==> src/rtl/serial_subtractor.sv <==
// Bit-serial subtractor: one full-subtractor cell plus a borrow flip-flop,
// LSB first, WIDTH cycles per operation behind a start/busy/done handshake.
module serial_subtractor #(
   parameter int unsigned WIDTH = 4
) (
   input  logic             clk,
   input  logic             rst_n,
   input  logic             ena,
   input  logic             start,
   input  logic [WIDTH-1:0] a,
   input  logic [WIDTH-1:0] b,
   input  logic             bin,
   output logic [WIDTH-1:0] diff,
   output logic             bout,
   output logic             busy,
   output logic             done
);

   localparam int unsigned CW = $clog2(WIDTH + 1);

   typedef enum logic [1:0] {IDLE, RUN, DONE} state_t;

   state_t           state, state_nxt;
   logic [WIDTH-1:0] sa, sb, sd;
   logic             brw;
   logic [CW-1:0]    cnt;
   logic             d, brw_nxt, last;

   always_comb begin
      d       = sa[0] ^ sb[0] ^ brw;
      brw_nxt = (~sa[0] & sb[0]) | (~(sa[0] ^ sb[0]) & brw);
      last    = (cnt == CW'(WIDTH - 1));
   end

   always_ff @(posedge clk or negedge rst_n) begin
      if (!rst_n)   state <= IDLE;
      else if (ena) state <= state_nxt;
   end

   always_comb begin
      state_nxt = state;
      case (state)
         IDLE:    if (start) state_nxt = RUN;
         RUN:     if (last)  state_nxt = DONE;
         DONE:    state_nxt = IDLE;
         default: state_nxt = IDLE;
      endcase
   end

   // diff/bout are loaded only on the last bit, so they never expose partial results
   always_ff @(posedge clk or negedge rst_n) begin
      if (!rst_n) begin
         sa   <= '0;
         sb   <= '0;
         sd   <= '0;
         brw  <= 1'b0;
         cnt  <= '0;
         diff <= '0;
         bout <= 1'b0;
      end else if (ena) begin
         case (state)
            IDLE: begin
               if (start) begin
                  sa  <= a;
                  sb  <= b;
                  brw <= bin;
                  cnt <= '0;
               end
            end
            RUN: begin
               sa  <= {1'b0, sa[WIDTH-1:1]};
               sb  <= {1'b0, sb[WIDTH-1:1]};
               sd  <= {d, sd[WIDTH-1:1]};
               brw <= brw_nxt;
               cnt <= cnt + CW'(1);
               if (last) begin
                  diff <= {d, sd[WIDTH-1:1]};
                  bout <= brw_nxt;
               end
            end
            default: ;
         endcase
      end
   end

   assign busy = (state != IDLE);
   assign done = (state == DONE);

endmodule

==> config.mk <==
export PLATFORM = sky130hd
export DESIGN_NAME = serial_subtractor
export DESIGN_NICKNAME = d
export VERILOG_FILES = /design/src/rtl/serial_subtractor.sv
export SDC_FILE = /design/constraint.sdc
export NUM_CORES = 1
export LEC_CHECK = 0
export CORE_MARGIN = 1.5
export CORE_UTILIZATION = 25
export DETAILED_ROUTE_END_ITERATION = 6
export HOLD_SLACK_MARGIN = 0.08
export SYNTH_ARGS = -nofsm -noshare
export SYNTH_HDL_FRONTEND = slang
export SYNTH_SLANG_ARGS = --single-unit
==> constraint.sdc <==
create_clock -name clk -period 2 [get_ports clk]
set_clock_uncertainty 0.05 [all_clocks]
set_input_delay 0.3 -clock clk [delete_from_list [all_inputs] [get_ports clk]]
set_output_delay 0.3 -clock clk [all_outputs]
set_load 0.03 [all_outputs]
==> flow_summary.yaml, run 1 <==
detailed_routing:
  initialDrtViolationCount: 17
  num_vias: 630
  wl_met1_um: 939
  route.met2.wl_um: 730
  drt-pass1-iter-count: 3
  routed_via_density: 4.34
  routed.top_layer: "met4"
  drt-total-wl_um: 1800
  wl_met3_um: 120
  drcViolationCount: 0
  antenna_left: 0
  wl_per_cell_um: 12.4
setup_path:
  r2r_slack_ps: 420
  critical_path_required_ps: 1650
  cp-end-kind: "primary output"
  path_class: "register to primary output"
  crit_fanout: 3
  cp-startpoint: "state[1]$_DFFE_PN0P_"
  cp-start-kind: "register"
  r2r-start: "state[0]$_DFFE_PN0P_"
  arrival_ps: 1500
cts:
  ctsResizeCount: 0
  cts.reportedPaths.clkPinSlew_ps: 80
  numCtsBuffers: 3
  cts_buffer_depth: 2
  cts_tree: "built"
  clock_sinks: 22
  cts_setup_buffers: 0
  cts-root-buf: "clkbuf_8"
  cts_hold_buf: 0
  clock_latency_ps: 260
  htreeDepth: 1
global_route:
  track_usage: 0.0941
  grt_pass1_wl_um: 3060
  grt_pass1_vias: 643
  antenna_found_initial: 0
  grt_overflow_total: 0
  grt_max_degree: 23
synth:
  synth-seq-area-share: 0.540
  ys_warn_count: 0
  ys_seq_elements: 22
  synthesis.nets: 88
  syn_area_um2: 1020
  syn_avg_cell_area_um2: 14.2
  ys_types: 25
  netlist_instances: 72
placement:
  numPortBuffers: 19
  pre_cts_ws_ps: 139
  hpwl_um: 1340
  place_inst: 142
  routabilityCongestion: 0.705
sta:
  fin_crit_sh: 0.925
  setup-violations-final: 0
  relSlewSlack: 0.543
  finalSetupTns_ps: 0
  final_critical_path_setup_slack_ps: 150
  hold_viol_final: 0
  period_minus_slack_ps: 1850
  worstMarginPinSlew_ps: 685
  fmax_mhz: 540
  slew_viol_final: 0
  rsz0062_at_grt: "no"
run:
  drv_cap: 0
finish:
  layout.cells.non_filler: 145
  nets: 113
  syn_to_final_growth_pct: 29.1
  n_antenna_cell: 0
  final_util: 0.331
  drive_gt1_frac: 0.274
  regArea_um2: 551
  fillers: 395
  multiInputGateArea_um2: 428
floorplan:
  pin_count: 20
  dieWidth_um: 66.9
  fp.dieArea_um2: 4470
  chipHeight_um: 66.9
  initial_core_util: 0.257
  core_area_um2: 3970
  fp-row-count: 23
power_and_ir_drop:
  total_power_mw: 1.73
  leakagePower_nw: 0.617
  powerDensity_nw_per_um2: 1310
  irDropWorstVdd_mv: 0.435
min_path:
  min_path_type: "input port to asynchronous set/reset pin"
outcome:
  status: "finished clean"
-- path summary, 6_finish.rpt --
kind / cells past startpoint / endpoint
max in group asynchronous: 2 / sa[1]$_DFFE_PN0P_
hold / removal: 2 / diff[0]$_DFFE_PN0P_
setup reg to reg: 2 / sa[0]$_DFFE_PN0P_
hold reg to reg: 1 / diff[0]$_DFFE_PN0P_
min in group clk: 1 / diff[0]$_DFFE_PN0P_
setup / recovery: 3 / done
-- sequential cells by signal, summed over array words and instances, names as in the netlist --
register,count
bout,1
brw,1
cnt,3
diff,4
sa,4
sb,4
sd,3
state,2
-- cell usage after synthesis --
cell        n  area [um2]
nand2_1     3        11.3
and2b_4     1        10.0
ha_1        2        25.0
dfrtp_1    22         551
fa_1        1        20.0
o21ai_0     2        10.0
mux2_2     11         124
mux2i_1     3        30.0
nor3b_1     1        7.51
and2_1      1        6.26
nand4b_4    1        23.8
o22ai_1     1        6.26
o2bb2ai_1   1        8.76
mux2_1      4        45.0
a21oi_1     1        5.00
and3_2      1        7.51
a22o_2      2        20.0
inv_1       5        18.8
nor2_1      1        3.75
a32o_1      1        10.0
o21ai_2     1        8.76
nor2b_1     1        6.26
a21o_2      1        8.76
buf_6       2        22.5
mux2_4      2        30.0
-- per-stage QoR --
stage / cell area, um2 / hold slack [ps]
global route: 1320 / 359
CTS: 1310 / 355
floorplan: 1020 / -45.6
finish: 1320 / 343
detailed placement: 1270 / 425
global placement: 1270 / 415
-- critical path, cell delays in order (launching register included) --
cell	delay [ps]
dfrtp_1	380
inv_1	80
nor2_1	120
clkdlybuf4s50_1	680
-- routing by layer --
metal / up-vias / global-route usage
li1: 301 / -
met1: 305 / 0.123
met2: 22 / 0.145
met3: 2 / 0.0372
met4: 0 / 0.0230
met5: - / 0
-- power by group --
group / internal (mW) / switching, mW / leakage (nW) / total (mW)
clock network: 0.134 / 0.135 / 0.0216 / 0.269
registers: 0.636 / 0.107 / 0.276 / 0.743
logic: 0.380 / 0.337 / 0.320 / 0.717
total: 1.15 / 0.579 / 0.617 / 1.73
-- logic make-up (layout without fill, tap and decap cells) --
group / count (synthesis) / count (layout) / share of synthesized area
buffers and inverters: 7 / 30 / 0.0405
AOI/OAI and AO/OA: 10 / 10 / 0.0761
adders and majority gates: 3 / 3 / 0.0442
and+or+nand+nor: 10 / 10 / 0.0749
DFF: 22 / 22 / 0.540
muxes: 20 / 20 / 0.225
-- final cells by class --
type                            count  area share
Inverter                            5      0.0143
Multi-Input combinational cell     43       0.325
Timing Repair Buffer               22       0.163
Tap cell                           50      0.0475
Clock buffer                        3      0.0314
Sequential cell                    22       0.418
-- placed cells by master (no fill, tap or decap), types with 2 or more instances in the layout --
master           netlist  layout
a22o_2                 2       2
buf_4                  0       3
clkbuf_8               0       3
clkdlybuf4s50_1        0      18
dfrtp_1               22      22
ha_1                   2       2
inv_1                  5       5
mux2_1                 4       4
mux2_2                11      11
mux2_4                 2       2
mux2i_1                3       3
nand2_1                3       3
o21ai_0                2       2
Power figures use the tool's default switching activity.
==> run 2, diff against run 1 <==
TNS_END_PERCENT = 1   (was unset)
==> results of run 2 <==
Same layout as run 1: the final DEF is identical, and so are final timing and power.
